<file path="src/rtl/rtc_bus_driver.sv">
`default_nettype none
// ============================================================================
// Module   : rtc_bus_driver
// Purpose  : Bus-cycle engine for an external real-time-clock chip that uses
//            a multiplexed address/data bus. It runs one single-byte read or
//            write per request: an address cycle, then a data cycle. Each
//            cycle has a programmable setup, strobe and hold time.
// Ports    : clk, reset      - clock, synchronous active-high reset
//            req/we/addr/wdata - request side (sampled only when idle)
//            rdata/busy/done - read data, in-progress flag, completion pulse
//            cs_n/ad_n/rd_n/wr_n/ad_out/ad_oe - registered chip bus outputs
//            ad_in           - AD bus value seen at the pad
// Revision : 1.0 - initial release
// ============================================================================
module rtc_bus_driver #(
    parameter int T_SETUP  = 2,
    parameter int T_STROBE = 4,
    parameter int T_HOLD   = 2
) (
    input  logic       clk,
    input  logic       reset,
    input  logic       req,
    input  logic       we,
    input  logic [7:0] addr,
    input  logic [7:0] wdata,
    output logic [7:0] rdata,
    output logic       busy,
    output logic       done,
    output logic       cs_n,
    output logic       ad_n,
    output logic       rd_n,
    output logic       wr_n,
    output logic [7:0] ad_out,
    output logic       ad_oe,
    input  logic [7:0] ad_in
);

    localparam logic [3:0] c_setup_ld  = 4'(T_SETUP - 1);
    localparam logic [3:0] c_strobe_ld = 4'(T_STROBE - 1);
    localparam logic [3:0] c_hold_ld   = 4'(T_HOLD - 1);

    typedef enum logic [2:0] {
        S_IDLE     = 3'd0,
        S_A_SETUP  = 3'd1,
        S_A_STROBE = 3'd2,
        S_A_HOLD   = 3'd3,
        S_D_SETUP  = 3'd4,
        S_D_STROBE = 3'd5,
        S_D_HOLD   = 3'd6,
        S_DONE     = 3'd7
    } state_t;

    state_t     r_state;
    state_t     w_state_next;
    logic [3:0] r_cnt;
    logic [3:0] w_cnt_next;
    logic       w_accept;

    logic [7:0] r_addr;
    logic [7:0] r_wdata;
    logic       r_we;

    // Values the transaction will use after this edge. On the accept edge
    // the request inputs are used directly so the first registered bus
    // cycle already carries the new address.
    logic [7:0] w_addr_n;
    logic [7:0] w_wdata_n;
    logic       w_we_n;

    logic       w_cs_n;
    logic       w_ad_n;
    logic       w_rd_n;
    logic       w_wr_n;
    logic [7:0] w_ad_out;
    logic       w_ad_oe;
    logic       w_busy;
    logic       w_done;
    logic       w_rd_capture;

    // ------------------------------------------------------------------
    // Next-state and phase counter. Each timed state loads N-1 on entry
    // and advances once the counter has counted down to zero.
    // ------------------------------------------------------------------
    always_comb begin
        w_state_next = r_state;
        w_cnt_next   = r_cnt;
        w_accept     = 1'b0;
        unique case (r_state)
            S_IDLE: begin
                if (req) begin
                    w_accept     = 1'b1;
                    w_state_next = S_A_SETUP;
                    w_cnt_next   = c_setup_ld;
                end
            end
            S_A_SETUP: begin
                if (r_cnt == 4'd0) begin
                    w_state_next = S_A_STROBE;
                    w_cnt_next   = c_strobe_ld;
                end else begin
                    w_cnt_next = r_cnt - 4'd1;
                end
            end
            S_A_STROBE: begin
                if (r_cnt == 4'd0) begin
                    w_state_next = S_A_HOLD;
                    w_cnt_next   = c_hold_ld;
                end else begin
                    w_cnt_next = r_cnt - 4'd1;
                end
            end
            S_A_HOLD: begin
                if (r_cnt == 4'd0) begin
                    w_state_next = S_D_SETUP;
                    w_cnt_next   = c_setup_ld;
                end else begin
                    w_cnt_next = r_cnt - 4'd1;
                end
            end
            S_D_SETUP: begin
                if (r_cnt == 4'd0) begin
                    w_state_next = S_D_STROBE;
                    w_cnt_next   = c_strobe_ld;
                end else begin
                    w_cnt_next = r_cnt - 4'd1;
                end
            end
            S_D_STROBE: begin
                if (r_cnt == 4'd0) begin
                    w_state_next = S_D_HOLD;
                    w_cnt_next   = c_hold_ld;
                end else begin
                    w_cnt_next = r_cnt - 4'd1;
                end
            end
            S_D_HOLD: begin
                if (r_cnt == 4'd0) begin
                    w_state_next = S_DONE;
                end else begin
                    w_cnt_next = r_cnt - 4'd1;
                end
            end
            S_DONE: begin
                // Requests arriving here are dropped, not queued.
                w_state_next = S_IDLE;
            end
            default: begin
                w_state_next = S_IDLE;
            end
        endcase
    end

    assign w_addr_n  = w_accept ? addr  : r_addr;
    assign w_wdata_n = w_accept ? wdata : r_wdata;
    assign w_we_n    = w_accept ? we    : r_we;

    // Read data is taken on the final strobe cycle, while rd_n is still low.
    assign w_rd_capture = (r_state == S_D_STROBE) && (r_cnt == 4'd0) && !r_we;

    // ------------------------------------------------------------------
    // Bus outputs decoded from the next state so that every pin comes
    // straight from a flop: no strobe glitches and no cycle of lag.
    // ------------------------------------------------------------------
    always_comb begin
        w_cs_n   = 1'b1;
        w_ad_n   = 1'b1;
        w_rd_n   = 1'b1;
        w_wr_n   = 1'b1;
        w_ad_out = 8'h00;
        w_ad_oe  = 1'b0;
        w_busy   = 1'b0;
        w_done   = 1'b0;
        unique case (w_state_next)
            S_A_SETUP, S_A_STROBE, S_A_HOLD: begin
                w_cs_n   = 1'b0;
                w_ad_n   = 1'b0;
                w_ad_oe  = 1'b1;
                w_ad_out = w_addr_n;
                w_busy   = 1'b1;
                // The chip latches the address on a write strobe even
                // when the data cycle that follows is a read.
                w_wr_n   = (w_state_next != S_A_STROBE);
            end
            S_D_SETUP, S_D_STROBE, S_D_HOLD: begin
                w_cs_n = 1'b0;
                w_busy = 1'b1;
                if (w_we_n) begin
                    w_ad_oe  = 1'b1;
                    w_ad_out = w_wdata_n;
                    w_wr_n   = (w_state_next != S_D_STROBE);
                end else begin
                    // Bus released for the whole data cycle so the chip
                    // never fights our driver while rd_n is low.
                    w_rd_n = (w_state_next != S_D_STROBE);
                end
            end
            S_DONE: begin
                w_done = 1'b1;
            end
            default: begin
                w_busy = 1'b0;
            end
        endcase
    end

    always_ff @(posedge clk) begin
        if (reset) begin
            r_state <= S_IDLE;
            r_cnt   <= 4'd0;
            r_addr  <= 8'h00;
            r_wdata <= 8'h00;
            r_we    <= 1'b0;
            rdata   <= 8'h00;
            cs_n    <= 1'b1;
            ad_n    <= 1'b1;
            rd_n    <= 1'b1;
            wr_n    <= 1'b1;
            ad_out  <= 8'h00;
            ad_oe   <= 1'b0;
            busy    <= 1'b0;
            done    <= 1'b0;
        end else begin
            r_state <= w_state_next;
            r_cnt   <= w_cnt_next;
            r_addr  <= w_addr_n;
            r_wdata <= w_wdata_n;
            r_we    <= w_we_n;
            if (w_rd_capture) begin
                rdata <= ad_in;
            end
            cs_n    <= w_cs_n;
            ad_n    <= w_ad_n;
            rd_n    <= w_rd_n;
            wr_n    <= w_wr_n;
            ad_out  <= w_ad_out;
            ad_oe   <= w_ad_oe;
            busy    <= w_busy;
            done    <= w_done;
        end
    end

endmodule
`default_nettype wire

</file>
<file path="config.mk">
export PLATFORM = sky130hd
export DESIGN_NAME = rtc_bus_driver
export DESIGN_NICKNAME = d
export VERILOG_FILES = /design/src/rtl/rtc_bus_driver.sv
export SDC_FILE = /design/constraint.sdc
export NUM_CORES = 1
export LEC_CHECK = 0
export BUFFER_PORTS_ARGS = -buffer_cell sky130_fd_sc_hd__buf_4
export CORE_AREA = 3 3 63 76
export CTS_BUF_LIST = sky130_fd_sc_hd__clkbuf_8
export CTS_CLUSTER_SIZE = 12
export DETAILED_ROUTE_END_ITERATION = 8
export DIE_AREA = 0 0 66 79
export GPL_ROUTABILITY_DRIVEN = 1
export PLACE_DENSITY = 0.84
export SYNTH_ARGS = -nofsm -noshare
export SYNTH_HDL_FRONTEND = slang
export SYNTH_SLANG_ARGS = --single-unit
</file>
<file path="constraint.sdc">
create_clock -name clk -period 2.6 [get_ports clk]
set_input_delay 0.52 -clock clk [delete_from_list [all_inputs] [get_ports clk]]
set_output_delay 0.52 -clock clk [all_outputs]
set_load 0.01 [all_outputs]
</file>
==> flow_summary.toml, run 1 <==
[cts]
clkLatencyLatePin_ps = 300
h-tree-depth = 2
numCtsBuffers = 5
post_cts_buffers = 0
cts_tree = "built"
cts_resized = 0
cts_root_buf = "clkbuf_8"
cts.sink_count = 47
ctsLongestPathBuffers = 2
clkSlewWorstSetupHoldPaths_ps = 90
ctsHoldBuffers = 0

[yosys]
yosysWarnings = 0
ys_types = 46
syn_area_per_cell_um2 = 8.82
synth_nets = 260
synth_most_common_cell = "dfxtp_1"
synthArstFlopShare_pct = 0
yosys-top-cells-count = "47 x dfxtp_1, 33 x nor2_1, 24 x a21oi_1"
synth_seq_cells = 47
synth-edff-count = 0
ys.flop_type = "dfxtp_1"
synth_top_area_share_pct = 46.4
seq_area_frac_synth_pct = 46.4
yosysTopAreaCell = "dfxtp_1"
synth_area_um2 = 2030
synthTopCellsByArea = "dfxtp_1 46%, mux2i_1 8.9%, nor2_1 6.1%"
netlist_instances = 230

[finish]
num-nets-final = 307
multi_input_area_um2 = 1010
drive_gt1_share_pct = 25.9
fill_cells = 352
diodes = 0
seqCellArea_um2 = 941
area_delta_synth_final_pct = 25.6
fin_area_um2 = 2550

[routing]
drc = 0
vias_per_cell = 5.36
firstDrtPassIters = 4
routed_wl_mm = 4.92
routed-via-count = 1781
wl_per_cell_um = 14.8
drt_iter0_drc = 158
ant_nets = 0

[worst_setup_path]
path_buf_inv = 2
critPathLaunchType = "register"
cp_max_fo = 9
path_delay_family = "simple AND/OR/NAND/NOR gates"
critical_path_arrival_ps = 2230
end_kind = "register"
required_ps = 2800
critPathMaxStageDelay_ps = 490
slowest_stage = "nor3b_2"
crit_chain = "inv_1 > ha_1 > nor3b_2 > o211a_1 > or3_1 > inv_2 > o21a_1"
criticalPathCategory = "register to register"

[power_and_ir_drop]
ir_drop_mv = 0.419
total_power_mw = 2.19
p_leak_nw = 1.11
powerDensity_nw_per_um2 = 858

[global_route]
gr-usage-met1_pct = 22.3
antenna_found_initial = 0
met3_usage_pct = 5.37
grt.busiest_layer = "met2"
grt_use_met2_pct = 35.4
grt_pass1_wl_mm = 8.01
grt_util_all_layers_pct = 19.6
grt_max_degree = 36
grt-ovfl-total = 0
first_global_vias = 1784

[sta]
slew_headroom_pct = 49.8
fin_setup_tns_ps = 0
hold_violations = 0
hold_ws_ps = 444
period_share_pct = 78.1
fmax_mhz = 492
finalMaxSlewViolations = 0
finalClockSkew_ps = 8.71
setup-violations-final = 0
rsz0062_at_grt = "false"
min_period_ps = 2030
worst_pin_slew_ps = 746

[placement]
hpwl_mm = 3.43
globalplace.congestion = 0.858
numPortBuffers = 50
place_area_um2 = 2440

[job]
maxCapViolCount = 0

[worst_hold_path]
hold_path_class = "input pin to register"

[die]
initial_utilization_pct = 50.3
rows = 25
pin_count = 51
dieWidth_um = 66
core_um2 = 4040
die_height_um = 79
die-area_um2 = 5210

[outcome]
run_status = "finished, final reports clean"
[layer usage]
metal / routed length (um) / vias to the layer above
met3: 282 / 5
met1: 1980 / 821
met4: 48 / 0
li1: - / 901
met2: 2610 / 54
met5: 0 / -
[per-stage QoR]
stage,utilization [%],instances,worst slack (ps)
after floorplan,-,230,836
after global placement,60.6,324,659
after detailed placement,60.6,324,586
after CTS,63.1,332,572
after global routing,63.1,332,343
final,63.1,332,568
[cells by family after synthesis]
| group | count (synthesis) | synth area share [%] |
|---|---|---|
| buf+inv | 19 | 3.95 |
| fa+ha+maj | 2 | 1.23 |
| flops | 47 | 46.4 |
| compound gates | 52 | 16.3 |
| xor+xnor | 1 | 0.432 |
| simple gates | 91 | 22.8 |
| mux | 18 | 8.88 |
[report_power, final]
group	internal, mW	switching [mW]	leakage (nW)
sequential	0.826	0.111	0.384
combinational	0.331	0.430	0.677
clock	0.242	0.247	0.0505
total	1.40	0.787	1.11
[area by class of cell]
class / instances / area share, %
Timing Repair Buffer: 55 / 16.2
Clock inverter: 1 / 0.295
Tap cell: 54 / 2.65
Clock buffer: 7 / 3.78
Multi-Input combinational cell: 164 / 39.5
Sequential cell: 47 / 36.9
Inverter: 4 / 0.589
[layout by cell type (no fill, tap or decap), types with 3 or more instances in the layout]
| cell | n |
|---|---|
| a21oi_1 | 24 |
| buf_4 | 55 |
| clkbuf_8 | 7 |
| dfxtp_1 | 47 |
| inv_1 | 3 |
| mux2i_1 | 18 |
| nand2_1 | 21 |
| nor2_1 | 33 |
| nor3_1 | 17 |
| o21a_1 | 7 |
| o21ai_0 | 4 |
[registers in the layout (all words and copies together) (netlist names)]
register / flops
ad_n: 1
wr_n: 1
r_state: 3
ad_out: 8
r_wdata: 8
cs_n: 1
r_addr: 8
busy: 1
done: 1
ad_oe: 1
rdata: 8
rd_n: 1
r_cnt: 4
r_we: 1
[worst reg2reg max path: stages, from the launching register on]
cell	delay [ps]
dfxtp_1	350
inv_1	120
ha_1	210
nor3b_2	490
o211a_1	300
or3_1	220
inv_2	110
o21a_1	130
[worst paths after layout]
| path | start | cells past startpoint | slack, ps | end |
|---|---|---|---|---|
| worst min-delay path | ad_in[7] | 3 | 440 | rdata[7]$_SDFFE_PP0P_ |
| worst min register to register | r_addr[6]$_SDFF_PP0_ | 2 | 460 | r_addr[6]$_SDFF_PP0_ |
| worst max register to register | r_cnt[0]$_SDFFE_PP0P_ | 7 | 570 | ad_out[7]$_SDFF_PP0_ |
| worst max-delay path | r_cnt[0]$_SDFFE_PP0P_ | 7 | 570 | ad_out[7]$_SDFF_PP0_ |
No activity file was read; power rests on OpenSTA's default activity.
==> run 2: changes to the inputs <==
- CORE_AREA: 3 3 63 76 -> 3 3 63 77
- DIE_AREA: 0 0 66 79 -> 0 0 66 80
- PLACE_DENSITY: 0.84 -> 0.86
- clock period: 2.6 -> 1.6 ns (I/O delays scaled with it)
==> flow_summary.toml, run 2 (synthesis gave the netlist of run 1 again) <==
[outcome]
run_status = "complete, but fails checks"
violations = "setup timing"

[die]
initial_utilization_pct = 48.3
rows = 26
die-area_um2 = 5280
dieWidth_um = 66
pin_count = 51
core_um2 = 4200
die_height_um = 80

[global_route]
grt_util_all_layers_pct = 20.7
grt-ovfl-total = 0
first_global_vias = 1873
antenna_found_initial = 0
grt_pass1_wl_mm = 8.42
grt_max_degree = 22

[worst_setup_path]
reg2reg_from = "r_cnt[0]$_SDFFE_PP0P_"
criticalPathCategory = "register to register"
required_ps = 1850
critical_path_arrival_ps = 1890
crit_chain = "inv_2 > ha_4 > nor3b_4 > o211a_1 > or3_4 > inv_6 > o21a_1"
end_kind = "register"
path_delay_family = "simple AND/OR/NAND/NOR gates"
r2r_slack_ps = -30
cp_max_fo = 8
ff2ff_path_depth = 7
path_buf_inv = 2
reg2reg_to = "ad_out[3]$_SDFF_PP0_"
critPathMaxStageDelay_ps = 390
slowest_stage = "or3_4"
critPathLaunchType = "register"

[cts]
ctsLongestPathBuffers = 2
clkLatencyLatePin_ps = 310
h-tree-depth = 2
numCtsBuffers = 5
cts.sink_count = 47
ctsHoldBuffers = 0
clkSlewWorstSetupHoldPaths_ps = 90
cts_root_buf = "clkbuf_8"
cts_tree = "built"

[sta]
worst_pin_slew_ps = 445
fin_setup_tns_ps = -180
setup-violations-final = 8
finalClockSkew_ps = 10.9
period_share_pct = 102
rsz0062_at_grt = "true"
min_period_ps = 1630
slew_headroom_pct = 70.1
fin_ws_ps = -33.1
hold_violations = 0
finalMaxSlewViolations = 0
hold_ws_ps = 240
fmax_mhz = 612

[finish]
drive_gt1_share_pct = 37.7
seqCellArea_um2 = 947
num-nets-final = 329
area_delta_synth_final_pct = 40.9
fin_area_um2 = 2860
final_cell_mix = "72 x buf_4, 42 x dfxtp_1, 33 x nor2_1"
multi_input_area_um2 = 1080
final_common_cell = "buf_4"
fill_cells = 311
diodes = 0

[routing]
drt_iter0_drc = 82
wl_per_cell_um = 15.0
drc = 0
ant_nets = 0
firstDrtPassIters = 5
vias_per_cell = 5.54
routed-via-count = 1972
routed_wl_mm = 5.34

[power_and_ir_drop]
p_int_mw = 2.68
p_leak_nw = 1.25
ir_drop_mv = 0.950
pwr-share-seq_pct = 35.7
powerDensity_nw_per_um2 = 1450
total_power_mw = 4.15
p_sw_share_pct = 35.5
p_comb_share_pct = 44.9
power_switching_mw = 1.47
p_clk_share_pct = 19.4

[job]
maxCapViolCount = 0

[placement]
place_area_um2 = 2690
hpwl_mm = 3.92
numPortBuffers = 50
globalplace.congestion = 0.873
dp_slack_ps = -90.2

[worst_hold_path]
min_path_cells = 3
min_to = "rdata[0]$_SDFFE_PP0P_"
hold_path_class = "input pin to register"
hp-start = "ad_in[0]"
## run 2: worst max-delay path by stage
| stage | slack (ps) | from | depth (start not counted) | to |
|---|---|---|---|---|
| 2_1_floorplan | -6 | r_state[0]$_SDFF_PP0_ | 5 | ad_out[7]$_SDFF_PP0_ |
| 3_3_place_gp | -10 | r_cnt[1]$_SDFFE_PP0P_ | 7 | ad_out[7]$_SDFF_PP0_ |
| 3_5_place_dp | -90 | r_cnt[1]$_SDFFE_PP0P_ | 6 | r_state[0]$_SDFF_PP0_ |
| 4_1_cts | -30 | r_cnt[0]$_SDFFE_PP0P_ | 7 | ad_out[3]$_SDFF_PP0_ |
| 5_1_grt | -90 | r_state[1]$_SDFF_PP0_ | 5 | ad_out[3]$_SDFF_PP0_ |
| 6_report | -30 | r_cnt[0]$_SDFFE_PP0P_ | 7 | ad_out[3]$_SDFF_PP0_ |
## run 2: worst min-delay path, cell delays in order
cell and delay (ps):
buf_4 80, mux2i_1 50, nor2_1 70
## run 2: routing by layer
| layer | wire, um | part of all wire, % | track usage [%] |
|---|---|---|---|
| met1 | 2030 | 38 | 22.7 |
| met4 | 150 | 2.8 | 9.35 |
| met3 | 289 | 5.4 | 4.79 |
| met5 | 0 | 0 | 0 |
| met2 | 2870 | 54 | 37.1 |
## run 2: area by class of cell
type / count / area share, %
flip-flops and latches: 47 / 33.1
well taps: 56 / 2.45
multi-input cells: 164 / 38.0
repair buffers: 77 / 22.1
inverters: 4 / 0.701
clock buffers: 7 / 3.37
clock inverters: 1 / 0.263
## run 2: power by group through the flow
stage / clock network (mW) / registers, mW / logic, mW
3_3_place_gp: 0 / 1.49 / 1.64
3_5_place_dp: 0 / 1.49 / 1.69
6_report: 0.806 / 1.48 / 1.86
4_1_cts: 0.810 / 1.47 / 1.75
2_1_floorplan: 0 / 1.49 / 1.02
5_1_grt: 0.846 / 1.50 / 2.01
## run 2: what timing repair did
action                     in CTS  in global routing
gates resized for setup         8                  9
setup endpoints to repair      13                 21
pin swaps                       1                  6
buffers inserted                1                  1
## run 2: per-stage QoR
stage | utilization (%) | cells
after global placement | 64.0 | 346
after detailed placement | 64.0 | 346
after CTS | 67.0 | 355
after global routing | 68.1 | 356
final | 68.1 | 356
after floorplan | - | 230
==> run 3: changes to the inputs <==
- RECOVER_POWER: default -> 25
==> flow_summary.toml, run 3 (synthesis gave the netlist of run 1 again) <==
[outcome]
run_status = "complete, but fails checks"
violations = "setup timing"

[sta]
fin_setup_tns_ps = -166
fin_ws_ps = -31.5
worst_pin_slew_ps = 443
fmax_mhz = 613
finalMaxSlewViolations = 0
rsz0062_at_grt = "true"
hold_violations = 0
finalClockSkew_ps = 11.3
setup-violations-final = 8
period_share_pct = 102
slew_headroom_pct = 70.2
min_period_ps = 1630

[global_route]
grt_max_degree = 22
grt-ovfl-total = 0
first_global_vias = 1873
grt_util_all_layers_pct = 20.7
antenna_found_initial = 0
grt_pass1_wl_mm = 8.42

[routing]
drc = 0
ant_nets = 0
drt_iter0_drc = 84
routed_wl_mm = 5.31
firstDrtPassIters = 4
vias_per_cell = 5.50
routed-via-count = 1957
wl_per_cell_um = 14.9

[die]
dieWidth_um = 66
die_height_um = 80
die-area_um2 = 5280
initial_utilization_pct = 48.3
pin_count = 51
rows = 26
core_um2 = 4200

[cts]
cts_root_buf = "clkbuf_8"
clkLatencyLatePin_ps = 310
h-tree-depth = 2
clkSlewWorstSetupHoldPaths_ps = 90
ctsLongestPathBuffers = 2
cts.sink_count = 47
cts_tree = "built"
numCtsBuffers = 5

[power_and_ir_drop]
ir_drop_mv = 0.943
powerDensity_nw_per_um2 = 1460
p_leak_nw = 1.20
total_power_mw = 4.11

[placement]
numPortBuffers = 50
hpwl_mm = 3.92
globalplace.congestion = 0.873
place_inst = 346
place_area_um2 = 2690

[worst_setup_path]
critPathLaunchType = "register"
critical_path_arrival_ps = 1880
criticalPathCategory = "register to register"
required_ps = 1850
cp_max_fo = 8
end_kind = "register"

[finish]
fin_cells = 356
area_delta_synth_final_pct = 38.7
drive_gt1_share_pct = 33.7
fin_area_um2 = 2810
final_common_cell = "buf_4"
seqCellArea_um2 = 947
num-nets-final = 329
final_util_pct = 67.0
multi_input_area_um2 = 1080
fill_cells = 328
final_cell_mix = "60 x buf_4, 42 x dfxtp_1, 33 x nor2_1"
diodes = 0

[job]
maxCapViolCount = 0

[worst_hold_path]
hold_path_class = "input pin to register"
-- run 3: routing by layer --
metal  vias up  wire (um)  track usage (%)
li1        944          -                -
met1       936       2040             22.7
met2        60       2870             37.1
met3        17        238             4.79
met4         0        154             9.35
met5         -          0                0
-- run 3: worst paths after layout --
kind	startpoint	endpoint	slack, ps	depth (start not counted)
hold / removal	ad_in[0]	rdata[0]$_SDFFE_PP0P_	240	3
setup / recovery	r_cnt[0]$_SDFFE_PP0P_	ad_out[3]$_SDFF_PP0_	-30	7
setup reg to reg	r_cnt[0]$_SDFFE_PP0P_	ad_out[3]$_SDFF_PP0_	-30	7
hold reg to reg	r_addr[6]$_SDFF_PP0_	r_addr[6]$_SDFF_PP0_	460	2
-- run 3: layout make-up --
| type | count | share of cell area, % |
|---|---|---|
| Timing Repair Buffer | 77 | 20.9 |
| Tap cell | 56 | 2.49 |
| Sequential cell | 47 | 33.7 |
| Inverter | 4 | 0.712 |
| Multi-Input combinational cell | 164 | 38.6 |
| Clock inverter | 1 | 0.267 |
| Clock buffer | 7 | 3.43 |
-- run 3: power breakdown --
part           total [mW]  internal, mW  switching [mW]
Sequential           1.48          1.35           0.128
Combinational        1.83         0.899           0.930
Clock               0.805         0.393           0.411
Total                4.11          2.64            1.47
-- run 3: worst max-delay path, stage by stage, from the launching register on --
cell	delay, ps
dfxtp_2	350
inv_2	50
ha_4	160
nor3b_4	150
o211a_1	260
or3_4	390
inv_6	100
o21a_1	110
-- run 3: stage by stage --
stage	setup WS, ps	hold WS (ps)
after floorplan	-6.49	436
after global placement	-11.1	444
after detailed placement	-90.2	448
after CTS	-28.9	242
after global routing	-92.9	247
final	-31.5	240
-- run 3: repair_timing --
| action | CTS | global route |
|---|---|---|
| endpoints found under the setup margin | 13 | 21 |
| buffers inserted | 1 | 1 |
| hold buffers | 0 | 0 |
| gates resized for setup | 8 | 9 |
| pin swaps | 1 | 6 |
